===== config.mk =====
export PLATFORM = sky130hd
export DESIGN_NAME = i2s_adc_receiver
export DESIGN_NICKNAME = d
export VERILOG_FILES = /design/src/rtl/audio_rx_pkg.sv /design/src/rtl/sync_edge.sv /design/src/rtl/i2s_adc_receiver.sv
export SDC_FILE = /design/constraint.sdc
export NUM_CORES = 1
export LEC_CHECK = 0
export ABC_CLOCK_PERIOD_IN_PS = 2600
export CORE_ASPECT_RATIO = 0.6
export CORE_MARGIN = 1
export CORE_UTILIZATION = 25
export DETAILED_ROUTE_END_ITERATION = 8
export GPL_TIMING_DRIVEN = 0
export HOLD_SLACK_MARGIN = 0.02
export PLACE_DENSITY = 0.51
export SETUP_SLACK_MARGIN = 0.3
export SYNTH_ARGS = -nofsm -noshare
export SYNTH_HDL_FRONTEND = slang
export SYNTH_SLANG_ARGS = --single-unit

===== constraint.sdc =====
create_clock -name Clk -period 2.6 [get_ports Clk]
set_clock_uncertainty 0.15 [all_clocks]
set_input_delay 0.52 -clock Clk [delete_from_list [all_inputs] [get_ports Clk]]
set_output_delay 0.52 -clock Clk [all_outputs]
set_load 0.05 [all_outputs]

===== src/rtl/audio_rx_pkg.sv =====
// Shared types and constants for the codec ADC receive path.
// Imported by the synchronizer and the deserializer.
package audio_rx_pkg;

  typedef enum logic [1:0] {
    ALIGN,
    SKIP,
    SHIFT,
    HOLD
  } rx_state_t;

  localparam int SYNC_STAGES = 2;
  localparam int AUDIO_WIDTH = 16;

endpackage


===== src/rtl/sync_edge.sv =====
// Two-flop synchronizer with one delay flop for edge detection.
// Level and pulses come out aligned at the same pipeline depth.
module sync_edge
  import audio_rx_pkg::*;
(
  input  logic clk,
  input  logic rst_n,
  input  logic din,
  output logic level,
  output logic rise,
  output logic fall,
  output logic any_edge
);

  logic [SYNC_STAGES-1:0] sync_q;
  logic                   dly_q;

  always_ff @(posedge clk or negedge rst_n) begin
    if (!rst_n) begin
      sync_q <= '0;
      dly_q  <= 1'b0;
    end else begin
      sync_q <= {sync_q[SYNC_STAGES-2:0], din};
      dly_q  <= sync_q[SYNC_STAGES-1];
    end
  end

  assign level    = sync_q[SYNC_STAGES-1];
  assign rise     = level & ~dly_q;
  assign fall     = ~level & dly_q;
  assign any_edge = level ^ dly_q;

endmodule


===== src/rtl/i2s_adc_receiver.sv =====
// WM8731 ADC stream deserializer, oversampled in the CLOCK_50 domain.
// Delivers left/right pairs over a valid/ready handshake.
module i2s_adc_receiver
  import audio_rx_pkg::*;
#(
  parameter int   WIDTH     = AUDIO_WIDTH,
  parameter logic LEFT_LRCK = 1'b0,
  parameter int   I2S_DELAY = 1
) (
  input  logic             Clk,
  input  logic             Reset_n,
  input  logic             AUD_BCLK,
  input  logic             AUD_ADCLRCK,
  input  logic             AUD_ADCDAT,
  output logic [WIDTH-1:0] ADC_LDATA,
  output logic [WIDTH-1:0] ADC_RDATA,
  output logic             adc_valid,
  input  logic             adc_ready,
  output logic             overrun,
  output logic             frame_err,
  input  logic             err_clr
);

  localparam int BCW = $clog2(WIDTH + 1);
  localparam int SKW = (I2S_DELAY < 2) ? 1 : $clog2(I2S_DELAY + 1);

  logic bclk_rise;
  logic lrck;
  logic lrck_edge;
  logic dat;

  logic unused_bclk_lvl, unused_bclk_fall, unused_bclk_any;
  logic unused_lrck_rise, unused_lrck_fall;
  logic unused_dat_rise, unused_dat_fall, unused_dat_any;

  sync_edge u_bclk (
    .clk      (Clk),
    .rst_n    (Reset_n),
    .din      (AUD_BCLK),
    .level    (unused_bclk_lvl),
    .rise     (bclk_rise),
    .fall     (unused_bclk_fall),
    .any_edge (unused_bclk_any)
  );

  sync_edge u_lrck (
    .clk      (Clk),
    .rst_n    (Reset_n),
    .din      (AUD_ADCLRCK),
    .level    (lrck),
    .rise     (unused_lrck_rise),
    .fall     (unused_lrck_fall),
    .any_edge (lrck_edge)
  );

  sync_edge u_dat (
    .clk      (Clk),
    .rst_n    (Reset_n),
    .din      (AUD_ADCDAT),
    .level    (dat),
    .rise     (unused_dat_rise),
    .fall     (unused_dat_fall),
    .any_edge (unused_dat_any)
  );

  rx_state_t        state, state_n;
  logic [SKW-1:0]   skip_cnt, skip_n;
  logic [BCW-1:0]   bitcnt, bit_n;
  logic [WIDTH-2:0] shreg, shreg_n;
  logic [WIDTH-1:0] left_stage, left_n;
  logic             have_left, have_left_n;
  logic [WIDTH-1:0] word;
  logic             start;
  logic             pair_done;
  logic             fe_set;
  logic             ovr_set;

  always_ff @(posedge Clk or negedge Reset_n) begin
    if (!Reset_n) begin
      state      <= ALIGN;
      skip_cnt   <= '0;
      bitcnt     <= '0;
      shreg      <= '0;
      left_stage <= '0;
      have_left  <= 1'b0;
    end else begin
      state      <= state_n;
      skip_cnt   <= skip_n;
      bitcnt     <= bit_n;
      shreg      <= shreg_n;
      left_stage <= left_n;
      have_left  <= have_left_n;
    end
  end

  always_comb begin
    state_n     = state;
    skip_n      = skip_cnt;
    bit_n       = bitcnt;
    shreg_n     = shreg;
    left_n      = left_stage;
    have_left_n = have_left;
    word        = {shreg, dat};
    start       = 1'b0;
    pair_done   = 1'b0;
    fe_set      = 1'b0;
    unique case (state)
      ALIGN: start = lrck_edge && (lrck == LEFT_LRCK);
      SKIP, SHIFT: begin
        if (lrck_edge) begin
          // short word: drop it, resync only on a left channel
          fe_set      = 1'b1;
          have_left_n = 1'b0;
          if (lrck == LEFT_LRCK) start = 1'b1;
          else                   state_n = ALIGN;
        end else if (bclk_rise) begin
          if (state == SKIP) begin
            if (skip_cnt <= SKW'(1)) begin
              state_n = SHIFT;
              bit_n   = '0;
            end else begin
              skip_n = skip_cnt - 1'b1;
            end
          end else begin
            shreg_n = word[WIDTH-2:0];
            if (bitcnt != BCW'(WIDTH)) bit_n = bitcnt + 1'b1;
            if (bitcnt == BCW'(WIDTH - 1)) begin
              state_n = HOLD;
              if (lrck == LEFT_LRCK) begin
                left_n      = word;
                have_left_n = 1'b1;
              end else begin
                pair_done   = have_left;
                have_left_n = 1'b0;
              end
            end
          end
        end
      end
      HOLD:    start = lrck_edge;
      default: state_n = ALIGN;
    endcase
    if (start) begin
      state_n = (I2S_DELAY == 0) ? SHIFT : SKIP;
      skip_n  = SKW'(I2S_DELAY);
      bit_n   = '0;
      if (lrck == LEFT_LRCK) have_left_n = 1'b0;
    end
  end

  assign ovr_set = pair_done & adc_valid & ~adc_ready;

  always_ff @(posedge Clk or negedge Reset_n) begin
    if (!Reset_n) begin
      ADC_LDATA <= '0;
      ADC_RDATA <= '0;
      adc_valid <= 1'b0;
      overrun   <= 1'b0;
      frame_err <= 1'b0;
    end else begin
      if (pair_done) begin
        ADC_LDATA <= left_stage;
        ADC_RDATA <= word;
        adc_valid <= 1'b1;
      end else if (adc_valid && adc_ready) begin
        adc_valid <= 1'b0;
      end
      overrun   <= ovr_set | (overrun & ~err_clr);
      frame_err <= fe_set | (frame_err & ~err_clr);
    end
  end

endmodule


# Word-level counts from Yosys, hierarchy flattened
# Index checks and enable logic that the tools add are counted.
[word_totals] elab_cells=100 register_bits=83
[op_classes] n_reduce_logical=16 n_lt_le_gt_ge=1 n_bitwise=14 n_addsub=2 n_eq_ne=10 mux=41
[op_table] cell="2-to-1 mux 5 bit" n=7
[op_table] cell="2-to-1 mux 1 bit" n=25
[op_table] cell="2-to-1 mux 2 bit" n=8
[op_table] cell="AND reduction 5 bit" n=3
[op_table] cell="nonzero test 2 bit" n=4
[op_table] cell="NOT 1 bit" n=6
[op_table] cell="AND reduction 6 bit" n=1
[op_table] cell="nonzero test 3 bit" n=2
[op_table] cell="adder 5 x 1 -> 5 bit, second input constant" n=1
[op_table] cell="AND 1 bit" n=5
[op_table] cell="equality test 5 x 4 -> 1 bit, second input constant" n=1
[op_table] cell="!= test 5 bit, second input constant" n=1
[op_table] cell="equality test 2 bit, second input constant" n=2
[op_table] cell="!= test 4 x 3 -> 1 bit, second input constant" n=1
[op_table] cell="AND reduction 4 bit" n=1
[op_table] cell="nonzero test 4 bit" n=1
[op_table] cell="!= test 3 x 1 -> 1 bit, second input constant" n=1
[op_table] cell="!= test 3 x 2 -> 1 bit, second input constant" n=1
[op_table] cell="one-hot mux 1 bit (3 select lines)" n=1
[op_table] cell="equality test 2 x 1 -> 1 bit, second input constant" n=1
[op_table] cell="logical AND 1 bit" n=2
[op_table] cell="zero test 2 bit" n=1
[op_table] cell="!= test 2 x 1 -> 1 bit, second input constant" n=1
[op_table] cell="!= test 2 bit, second input constant" n=1
[op_table] cell="5 further kinds" n=6

# Longest topological paths before layout
# Gate-level depths: netlist of run 1.
[depth] ltp_word=9 ltp_mapped=8 mapped_depth_nobuf=6

# Modules after synthesis
# Synthesis of run 1 repeated with hierarchy kept, for this count alone.
[hier_totals] hier_cells=239 area_unflattened_um2=3497.1
[by_module_without_submodules] mod="i2s_adc_receiver" area_per_inst_um2=3163.0 instances=1 cells_each=215 seq_area_each_um2=1851.8
[by_module_without_submodules] mod="sync_edge" area_per_inst_um2=111.4 instances=3 cells_each=8 seq_area_each_um2=75.1

# Worst setup path after synthesis of run 1
# Ideal clock, no wire load.
[synth_timing] path_type="register to register" start="register u_lrck.sync_q[1]" end="register left_stage[10]" t_arrival_ns=1.997 path_stages_with_launch=7 synth_period_minus_slack_ns=2.271 path_buffers=1 setup_time_ns=0.125 path_slack_ns=0.329 path_cell_list="dfrtp_1 inv_1 ha_1 nand4b_4 nor4b_4 buf_6 mux2_2"
[synth_between] elab_chain_cells=3 word_cells_on_any_way=4 classes_between="bitwise: 3; reduce/logical: 1"
[synth_lines] item="start: declaration" line_no="sync_edge.sv:15" source="logic [SYNC_STAGES-1:0] sync_q;"
[synth_lines] item="start signal: assignment" line_no="sync_edge.sv:23" source="sync_q <= {sync_q[SYNC_STAGES-2:0], din};"
[synth_lines] item="bitwise XOR 1 bit" line_no="sync_edge.sv:31" source="assign any_edge = level ^ dly_q;"
[synth_lines] item="NOT 1 bit (no source line)"
[synth_lines] item="AND reduction 6 bit (no source line) *"
[synth_lines] item="end signal: assignment" line_no="i2s_adc_receiver.sv:91" source="left_stage <= left_n;"
[synth_lines] item="end: declaration" line_no="i2s_adc_receiver.sv:70" source="logic [WIDTH-1:0] left_stage, left_n;"
# Mark *: on every way between the ends. The rest lies on a longest branch, timed or not.
# A chain may end at the register's enable or synchronous reset.

# Worst setup path after layout of run 1
[layout_timing] start="register bitcnt[1]" end="register ADC_RDATA[3]"
[layout_between] elab_chain_cells=6
[layout_lines] item="start: declaration" line_no="i2s_adc_receiver.sv:68" source="logic [BCW-1:0] bitcnt, bit_n;"
[layout_lines] item="start signal: assignment" line_no="i2s_adc_receiver.sv:89" source="bitcnt <= bit_n;"
[layout_lines] item="equality test 5 x 4 -> 1 bit" line_no="i2s_adc_receiver.sv:127" source="if (bitcnt == BCW'(WIDTH - 1)) begin"
[layout_lines] item="2-to-1 mux 1 bit" line_no="i2s_adc_receiver.sv:127"
[layout_lines] item="2-to-1 mux 1 bit" line_no="i2s_adc_receiver.sv:117" source="if (state == SKIP) begin"
[layout_lines] item="2-to-1 mux 1 bit" line_no="i2s_adc_receiver.sv:116" source="end else if (bclk_rise) begin"
[layout_lines] item="2-to-1 mux 1 bit" line_no="i2s_adc_receiver.sv:110" source="if (lrck_edge) begin"
[layout_lines] item="2-to-1 mux 1 bit" line_no="i2s_adc_receiver.sv:107" source="unique case (state)"
[layout_lines] item="end signal: assignment" line_no="i2s_adc_receiver.sv:163" source="ADC_RDATA <= word;"
[layout_lines] item="end: declaration" line_no="i2s_adc_receiver.sv:16" source="output logic [WIDTH-1:0] ADC_RDATA,"
# No other way between the ends.

==> results of run 1 <==
cells by family (layout without fill, tap and decap cells):
kind of cell	count (synthesis)	count (layout)	synth area share, %
simple gates	29	29	5.77
mux	65	65	24.2
buf+inv	17	91	3.74
compound gates	18	18	3.81
fa+ha+maj	8	8	2.90
flops	82	82	59.5
layer usage:
layer,global-route usage [%],wire length [um],part of all wire [%]
met2,14.1,2830,40
met4,3.50,74,1.0
met3,3.70,281,3.9
met1,15.9,3960,55
met5,0,0,0
through the flow:
stage / hold WS, ns / instances
after floorplan: 0.0744 / 219
after global placement: 0.185 / 430
after detailed placement: 0.186 / 431
after CTS: 0.200 / 454
after global routing: 0.210 / 463
final: 0.197 / 463
registers in the layout, indices dropped and copies added (netlist names), 2 cells and up:
register	count
ADC_LDATA	16
ADC_RDATA	16
bitcnt	5
left_stage	16
shreg	15
state	2
u_bclk.sync_q	2
u_dat.sync_q	2
u_lrck.sync_q	2
Yosys cell counts (3+ instances only):
| cell | number | area (um2) |
|---|---|---|
| inv_1 | 9 | 33.8 |
| a21oi_1 | 3 | 15.0 |
| o21ai_0 | 3 | 15.0 |
| nand2_1 | 5 | 18.8 |
| buf_12 | 3 | 60.1 |
| dfrtp_1 | 82 | 2050 |
| mux2_4 | 28 | 420 |
| ha_1 | 8 | 100 |
| nor2_1 | 6 | 22.5 |
| nand3_1 | 4 | 20.0 |
| mux2_2 | 35 | 394 |
report_power, final:
part	switching (mW)	internal, mW
sequential	0.0542	1.34
clock	0.483	0.673
combinational	0.302	0.239
total	0.839	2.25
area by class of cell:
cell class / instances / area [um2] / share of cell area (%)
Buffer: 8 / 104 / 2.26
Sequential cell: 82 / 2050 / 44.6
Clock inverter: 2 / 12.5 / 0.272
Multi-Input combinational cell: 120 / 1340 / 29.0
Clock buffer: 14 / 254 / 5.52
Inverter: 9 / 33.8 / 0.734
Timing Repair Buffer: 58 / 597 / 13.0
Tap cell: 170 / 213 / 4.62
how the worst max path moves through the flow:
stage	cells past startpoint	end	slack [ns]
after floorplan	6	left_stage[10]	0.33
after global placement	1	frame_err	-2.18
after detailed placement	6	shreg[10]	-0.20
after CTS	7	ADC_RDATA[12]	0.32
after global routing	8	ADC_RDATA[8]	0.27
final	8	ADC_RDATA[3]	0.32
what timing repair did:
action,CTS,global route
setup buffers,6,7
cloned,0,2
hold endpoints to repair,32,0
pin swaps,2,5
endpoints found under the setup margin,62,56
resized for setup,8,9
hold buffers,1,0
==> impl_metrics.tcl, run 1 <==
set metrics [dict create \
    run_status "finished, final reports clean" \
    clock_sink_count 82 \
    drt_iter0_drc 136 \
    finalWirelength_um 7140 \
    synth_enable_flop_cells 0 \
    cts.root.buffer_cell "clkbuf_16" \
    crit_path_cell_trace "ha_2 > and3_4 > ha_4 > nand3_4 > or3_4 > buf_12 > clkbuf_16 > mux2_4" \
    timing.critical_path.required_ns 2.67 \
    areaGrowthSynthToFinish_pct 33.6 \
    timing.critical_path.slowest_stage_cell "dfrtp_1" \
    h_tree_level_count 3 \
    achievable-frequency_mhz 438 \
    wire_length_of_the_first_global_routing_pass_um 11500 \
    grt_usage_pct 10.7 \
    aggregate_negative_setup_slack_ns 0 \
    remaining_drc_errors 0 \
    min_from "u_bclk.sync_q[0]" \
    hold_class "register to register" \
    placed_cell_area_um2 4090 \
    stdcell_area_um2 4600 \
    syn_area_um2 3450 \
    port_buffers 41 \
    syn_area_per_cell_um2 15.7 \
    instance_count_along_the_most_critical_hold_path 0 \
    final_cell_mix "dfrtp_1 (81), clkdlybuf4s50_1 (40), mux2_2 (35), mux2_4 (28), buf_4 (13)" \
    antenna_violating_nets_post_route 0 \
    number_of_cell_rows 32 \
    grt_start_max_net_pins 51 \
    max-vdd-ir-drop_v 0.000322 \
    core_area_um2 13100 \
    cts_tree "built" \
    cts_made_buffers 9 \
    timing.final.crit_period_ns 2.28 \
    synth.net_count 234 \
    max_slew.worst_pin.slew_ns 0.535 \
    horizontal_extent_of_the_die_um 154 \
    p_total_mw 3.09 \
    ys_types 36 \
    timing.reg2reg.setup_slack_ns 0.32 \
    detailed_place_hpwl_um 4500 \
    floorplan.die_area_um2 14300 \
    yosysWarningCount 0 \
    num_vias 2006 \
    layout_commonest_cell "dfrtp_1" \
    flip_flop_and_latch_count_after_synthesis 82 \
    drt-pass1-iter-count 4 \
    report.final.hold_viol_count 0 \
    clockBufferDepth 2 \
    part_of_the_cycle_the_worst_path_needs_pct 87.8 \
    critPathMaxFanout 6 \
    syn-instance-count 219 \
    wl_per_cell_um 15.4 \
    postSynth.asyncResetShare_pct 100 \
    final_max_slew_viol_count 0 \
    path_buf_inv 2 \
    num_io_pins 42 \
    critical-path-max-stage-delay_ns 0.39 \
    power_per_cell_area_nw_per_um2 672 \
    place_congestion 0.777 \
    crit_family "simple AND/OR/NAND/NOR gates" \
    clk_pin_slew_worst_paths_ns 0.06 \
    timing.critical_path.arrival_ns 2.35 \
    critPathCaptureType "register" \
    end_point_of_the_most_critical_hold_path "u_bclk.sync_q[1]" \
    globalRoute.totalOverflow 0 \
    cp-startpoint "bitcnt[1]" \
    setup_repair_after_global_routing_missed_its_margin "true" \
    routed_via_density 4.33 \
    timing.reg2reg.worst_path_depth 8 \
    via_count_of_the_first_global_routing_pass 2032 \
    setup-violations-final 0 \
    power_leakage_nw 2.22 \
    regToRegEndpoint "ADC_RDATA[3]" \
    clk-insertion-delay-late_ns 0.33 \
    reg2reg_from "bitcnt[1]" \
    timing.final.ws_setup_ns 0.318 \
    synth-main-ff-cell "dfrtp_1" \
    finalNetCount 303 \
    fill_cells 1272 \
    drv.max_cap_violation_count 0 \
    final_util_pct 35.0 \
    floorplan.die.height_um 92.9 \
    worstSetupPathType "register to register" \
    antenna_cells 0 \
    initial_utilization_pct 26.2 \
    worst_slew_margin_rel_pct 64.2 \
    grt_antenna_before_repair 0 \
    synth_sequential_area_ratio_pct 59.5 \
    post_route_cells_drive_above_1_share_pct 38.2 \
    worstSetupStartpointType "register" \
    preCtsSetupSlack_ns -0.203 \
]
No activity file was read; power rests on OpenSTA's default activity.
==> run 2, diff against run 1 <==
--- a/config.mk
+++ b/config.mk
@@ -5,13 +5,12 @@
 export SDC_FILE = /design/constraint.sdc
 export NUM_CORES = 1
 export LEC_CHECK = 0
-export ABC_CLOCK_PERIOD_IN_PS = 2600
 export CORE_ASPECT_RATIO = 0.6
 export CORE_MARGIN = 1
 export CORE_UTILIZATION = 25
+export CTS_BUF_LIST = sky130_fd_sc_hd__clkbuf_8
 export DETAILED_ROUTE_END_ITERATION = 8
 export GPL_TIMING_DRIVEN = 0
-export HOLD_SLACK_MARGIN = 0.02
 export PLACE_DENSITY = 0.51
 export SETUP_SLACK_MARGIN = 0.3
 export SYNTH_ARGS = -nofsm -noshare
==> run 2 against run 1 <==
Clock power shrank 30%. Sequential share of layout area rose by 1.2 points. Largest cell class unchanged. Non-clock buffer count did not move. Global-route usage up 0.093 points. Hold slack better by 0.0050 ns. Critical path type unchanged. Combinational power rose by 3%. Via count decreased by 0.65%. Die area stayed put. Routed wire length down 0.41%. Critical path depth unchanged.
==> impl_metrics.tcl, run 2 (same netlist as run 1, synthesis figures left out) <==
set metrics [dict create \
    run_status "finished, final reports clean" \
    globalRoute.totalOverflow 0 \
    setup-violations-final 0 \
    hold_class "register to register" \
    setup_repair_after_global_routing_missed_its_margin "true" \
    clockBufferDepth 2 \
    critical-path-max-stage-delay_ns 0.39 \
    report.final.hold_viol_count 0 \
    routed_via_density 4.30 \
    placed_cell_area_um2 4090 \
    horizontal_extent_of_the_die_um 154 \
    wire_length_of_the_first_global_routing_pass_um 11600 \
    power_per_cell_area_nw_per_um2 616 \
    areaGrowthSynthToFinish_pct 30.1 \
    timing.critical_path.arrival_ns 2.38 \
    wl_per_cell_um 15.4 \
    final_max_slew_viol_count 0 \
    worstSetupStartpointType "register" \
    grt_usage_pct 10.8 \
    number_of_cell_rows 32 \
    floorplan.die.height_um 92.9 \
    hold_ws_ns 0.202 \
    worstSetupPathType "register to register" \
    floorplan.die_area_um2 14300 \
    p_total_mw 2.76 \
    power_leakage_nw 2.20 \
    layout_commonest_cell "dfrtp_1" \
    crit_path_cell_trace "ha_2 > and3_4 > ha_4 > nand3_4 > or3_4 > buf_8 > clkbuf_16 > mux2_4" \
    power_switching_share_pct 29.5 \
    clock_sink_count 82 \
    finalWirelength_um 7110 \
    grt_start_max_net_pins 51 \
    cts.root.buffer_cell "clkbuf_8" \
    num_vias 1993 \
    critPathMaxFanout 5 \
    stdcell_area_um2 4480 \
    remaining_drc_errors 0 \
    reg_top3 "ADC_LDATA (16), ADC_RDATA (16), left_stage (16)" \
    met3_wirelength_um 342 \
    critPathCaptureType "register" \
    detail_route.wirelength.met1_um 3830 \
    cell_internal_pwr_mw 1.95 \
    detailed_place_hpwl_um 4500 \
    worst_slew_margin_rel_pct 64.1 \
    pwr-share-comb_pct 20.1 \
    sequentialPowerShare_pct 50.3 \
    cts_made_buffers 9 \
    drt_iter0_drc 130 \
    finalNetCount 303 \
    clk_pin_slew_worst_paths_ns 0.08 \
    timing.critical_path.required_ns 2.70 \
    max_slew.worst_pin.slew_ns 0.537 \
    port_buffers 41 \
    clk-insertion-delay-late_ns 0.36 \
    timing.final.crit_period_ns 2.28 \
    timing.critical_path.slowest_stage_cell "dfrtp_1" \
    via_count_of_the_first_global_routing_pass 2051 \
    achievable-frequency_mhz 439 \
    num_io_pins 42 \
    path_buf_inv 2 \
    final_cell_mix "dfrtp_1 (81), clkdlybuf4s50_1 (39), mux2_2 (35), mux2_4 (28), buf_4 (14)" \
    antenna_cells 0 \
    initial_utilization_pct 26.2 \
    part_of_the_cycle_the_worst_path_needs_pct 87.6 \
    drv.max_cap_violation_count 0 \
    top_metal_layer_carrying_routed_signals "met4" \
    drt-pass1-iter-count 4 \
    place_congestion 0.777 \
    antenna_violating_nets_post_route 0 \
    crit_family "simple AND/OR/NAND/NOR gates" \
    max-vdd-ir-drop_v 0.000307 \
    h_tree_level_count 3 \
    power.net_switching_mw 0.815 \
    route.met2.wl_um 2870 \
    clockPowerShare_pct 29.6 \
    grt_antenna_before_repair 0 \
    post_route_cells_drive_above_1_share_pct 38.6 \
    cts_tree "built" \
    aggregate_negative_setup_slack_ns 0 \
    core_area_um2 13100 \
]
==> run 2: area by class of cell <==
| class | instances | area [um2] |
|---|---|---|
| Fill cell | 1282 | 8650 |
| Sequential cell | 82 | 2050 |
| Multi-Input combinational cell | 120 | 1340 |
| Timing Repair Buffer | 58 | 582 |
| Tap cell | 170 | 213 |
| Clock buffer | 10 | 138 |
| Buffer | 8 | 98.8 |
| Inverter | 9 | 33.8 |
| Clock inverter | 6 | 27.5 |
==> run 2: per-layer routing <==
layer | vias to the layer above | track usage [%]
li1 | 923 | -
met1 | 1016 | 15.7
met2 | 46 | 14.5
met3 | 8 | 3.98
met4 | 0 | 3.25
met5 | - | 0
==> run 2: per-stage QoR <==
step	setup slack [ns]	instances	util, %
after floorplan	0.329	219	-
after global placement	-2.18	430	31.0
after detailed placement	-0.203	431	31.2
after CTS	0.316	455	33.2
after global routing	0.272	463	34.1
final	0.322	463	34.1
==> run 2: timing repair <==
action                                  4_1_cts  5_1_grt
pin swaps                                     2        5
hold buffers                                  1        0
resized for setup                             8       10
endpoints found under the hold margin        32        0
endpoints found under the setup margin       62       57
gates cloned                                  0        1
buffers inserted                              7        7
==> run 2: path summary, 6_finish.rpt <==
path | startpoint | end | slack [ns] | cells past startpoint
worst max register to register | bitcnt[0] | ADC_RDATA[3] | 0.32 | 8
min in group asynchronous | Reset_n | ADC_LDATA[3] | 0.50 | 2
worst min register to register | u_bclk.sync_q[0] | u_bclk.sync_q[1] | 0.20 | 0
worst min-delay path | u_bclk.sync_q[0] | u_bclk.sync_q[1] | 0.20 | 0
max in group asynchronous | Reset_n | frame_err | 1.20 | 3
worst max-delay path | bitcnt[0] | ADC_RDATA[3] | 0.32 | 8
==> run 2: power groups by stage <==
stage	Sequential, mW	Combinational (mW)	Clock [mW]
floorplan	1.43	0.268	0
global placement	1.42	0.406	0
detailed placement	1.42	0.420	0
CTS	1.39	0.515	0.848
global route	1.40	0.612	0.901
finish	1.39	0.557	0.817
==> run 3, diff against run 2 <==
--- a/config.mk
+++ b/config.mk
@@ -5,8 +5,7 @@
 export SDC_FILE = /design/constraint.sdc
 export NUM_CORES = 1
 export LEC_CHECK = 0
-export CORE_ASPECT_RATIO = 0.6
-export CORE_MARGIN = 1
+export CORE_MARGIN = 5
 export CORE_UTILIZATION = 25
 export CTS_BUF_LIST = sky130_fd_sc_hd__clkbuf_8
 export DETAILED_ROUTE_END_ITERATION = 8
==> run 3 against run 2 <==
Die area rose by 14%. Highest routed layer unchanged. Non-clock buffer count decreased by 4. Critical endpoint unchanged. Flip-flop and latch count unchanged. Critical path type unchanged.
==> impl_metrics.tcl, run 3 (same netlist as run 1, synthesis figures left out) <==
set metrics [dict create \
    num_io_pins 42 \
    core_area_um2 13700 \
    layout_commonest_cell "dfrtp_1" \
    initial_utilization_pct 25.1 \
    h_tree_level_count 3 \
    finalWirelength_um 6810 \
    finalNetCount 299 \
    worstSetupPathType "register to register" \
    cts.root.buffer_cell "clkbuf_8" \
    horizontal_extent_of_the_die_um 127 \
    clockPowerShare_pct 35.2 \
    report.final.hold_viol_count 0 \
    antenna_violating_nets_post_route 0 \
    wire_length_of_the_first_global_routing_pass_um 10800 \
    critPathMaxFanout 7 \
    worst_slew_margin_rel_pct 64.2 \
    p_total_mw 2.91 \
    areaGrowthSynthToFinish_pct 31.1 \
    cts_tree "built" \
    power.net_switching_mw 0.804 \
    post_route_cells_drive_above_1_share_pct 38.4 \
    achievable-frequency_mhz 435 \
    wl_per_cell_um 14.5 \
    reg_top3 "ADC_LDATA (16), ADC_RDATA (16), left_stage (16)" \
    via_count_of_the_first_global_routing_pass 2007 \
    sequentialPowerShare_pct 47.8 \
    hold_ws_ns 0.204 \
    final_cell_count_no_fill 469 \
    part_of_the_cycle_the_worst_path_needs_pct 88.4 \
    timing.reg2reg.setup_slack_ns 0.30 \
    critPathCaptureType "register" \
    globalRoute.totalOverflow 0 \
    grt_antenna_before_repair 0 \
    cts_made_buffers 9 \
    clk-insertion-delay-late_ns 0.36 \
    dp.cells 441 \
    timing.final.crit_period_ns 2.30 \
    num_vias 1931 \
    clockBufferDepth 2 \
    clock_sink_count 82 \
    pwr-share-comb_pct 16.9 \
    floorplan.die_area_um2 16200 \
    number_of_cell_rows 43 \
    floorplan.die.height_um 127 \
    final_cell_mix "dfrtp_1 (81), clkdlybuf4s50_1 (40), mux2_2 (35), mux2_4 (28)" \
    power_per_cell_area_nw_per_um2 645 \
    setup-violations-final 0 \
    worstSetupStartpointType "register" \
    run_status "finished, final reports clean" \
    drv.max_cap_violation_count 0 \
    drt-pass1-iter-count 4 \
    hold_class "register to register" \
    setup_repair_after_global_routing_missed_its_margin "true" \
    stdcell_area_um2 4520 \
    cell_internal_pwr_mw 2.11 \
    max_slew.worst_pin.slew_ns 0.531 \
    timing.critical_path.arrival_ns 2.39 \
    routed_via_density 4.12 \
    port_buffers 41 \
    placed_cell_area_um2 4100 \
    place_congestion 0.732 \
    detailed_place_hpwl_um 4380 \
    grt_start_max_net_pins 43 \
    final_max_slew_viol_count 0 \
    clk_pin_slew_worst_paths_ns 0.08 \
    timing.critical_path.required_ns 2.69 \
    grt_usage_pct 8.58 \
    remaining_drc_errors 0 \
    power_switching_share_pct 27.6 \
    power_leakage_nw 2.19 \
    antenna_cells 0 \
    max-vdd-ir-drop_v 0.000306 \
    drt_iter0_drc 88 \
]
[run 3: cell types whose count changed in the layout (fill, tap and decap cells not counted), sizes merged]
| cell | change |
|---|---|
| clkdlybuf4s50 | +1 |
| inv | -3 |
| clkinv | +1 |
| dlymetal6s2s | -1 |
| buf | -5 |
| clkbuf | +1 |
| bufinv | +2 |
[run 3: layer usage]
layer | vias to the layer above | share of wire (%) | track usage [%]
li1 | 909 | - | -
met1 | 978 | 50 | 11.5
met2 | 39 | 44 | 12.4
met3 | 5 | 5.1 | 3.89
met4 | 0 | 0.95 | 2.46
met5 | - | 0 | 0
[run 3: critical path, stage by stage (launching register included)]
cell       delay, ns
dfrtp_1         0.42
ha_2            0.22
and3_4          0.21
ha_4            0.14
nand3_2         0.06
or3_4           0.38
buf_12          0.16
clkbuf_16       0.16
mux2_4          0.29
[run 3: area by class of cell]
type,instances,area (um2)
Tap cell,180,225
Clock inverter,6,81.3
Inverter,9,33.8
Clock buffer,10,138
Sequential cell,82,2050
Timing Repair Buffer,54,556
Multi-Input combinational cell,120,1330
Buffer,8,104
Fill cell,1367,9200
[run 3: power groups by stage]
stage	clock (mW)	combinational [mW]	sequential, mW
after detailed placement	0	0.416	1.42
final	1.03	0.494	1.39
after floorplan	0	0.268	1.43
after global placement	0	0.403	1.42
after global routing	1.12	0.548	1.40
after CTS	1.07	0.484	1.39
[run 3: worst paths after layout]
path,cells after the start,startpoint,to
max in group asynchronous,3,Reset_n,ADC_LDATA[14]
setup reg to reg,8,bitcnt[1],ADC_RDATA[3]
hold / removal,0,u_bclk.sync_q[0],u_bclk.sync_q[1]
hold reg to reg,0,u_bclk.sync_q[0],u_bclk.sync_q[1]
min in group asynchronous,2,Reset_n,left_stage[4]
setup / recovery,8,bitcnt[1],ADC_RDATA[3]
[run 3: per-stage QoR]
step / worst slack (ns) / util (%) / setup TNS (ns)
after global routing: 0.252 / 32.9 / 0
after global placement: -2.20 / 29.7 / -182.20
final: 0.301 / 32.9 / 0
after CTS: 0.300 / 32.0 / 0
after floorplan: 0.329 / - / 0
after detailed placement: -0.110 / 29.9 / -1.89
[run 3: timing repair]
item | 4_1_cts | 5_1_grt
endpoints found under the hold margin | 40 | 0
pin swaps | 1 | 7
hold buffers | 1 | 0
buffers inserted | 4 | 5
gates cloned | 0 | 2
endpoints found under the setup margin | 59 | 41
resized for setup | 7 | 7
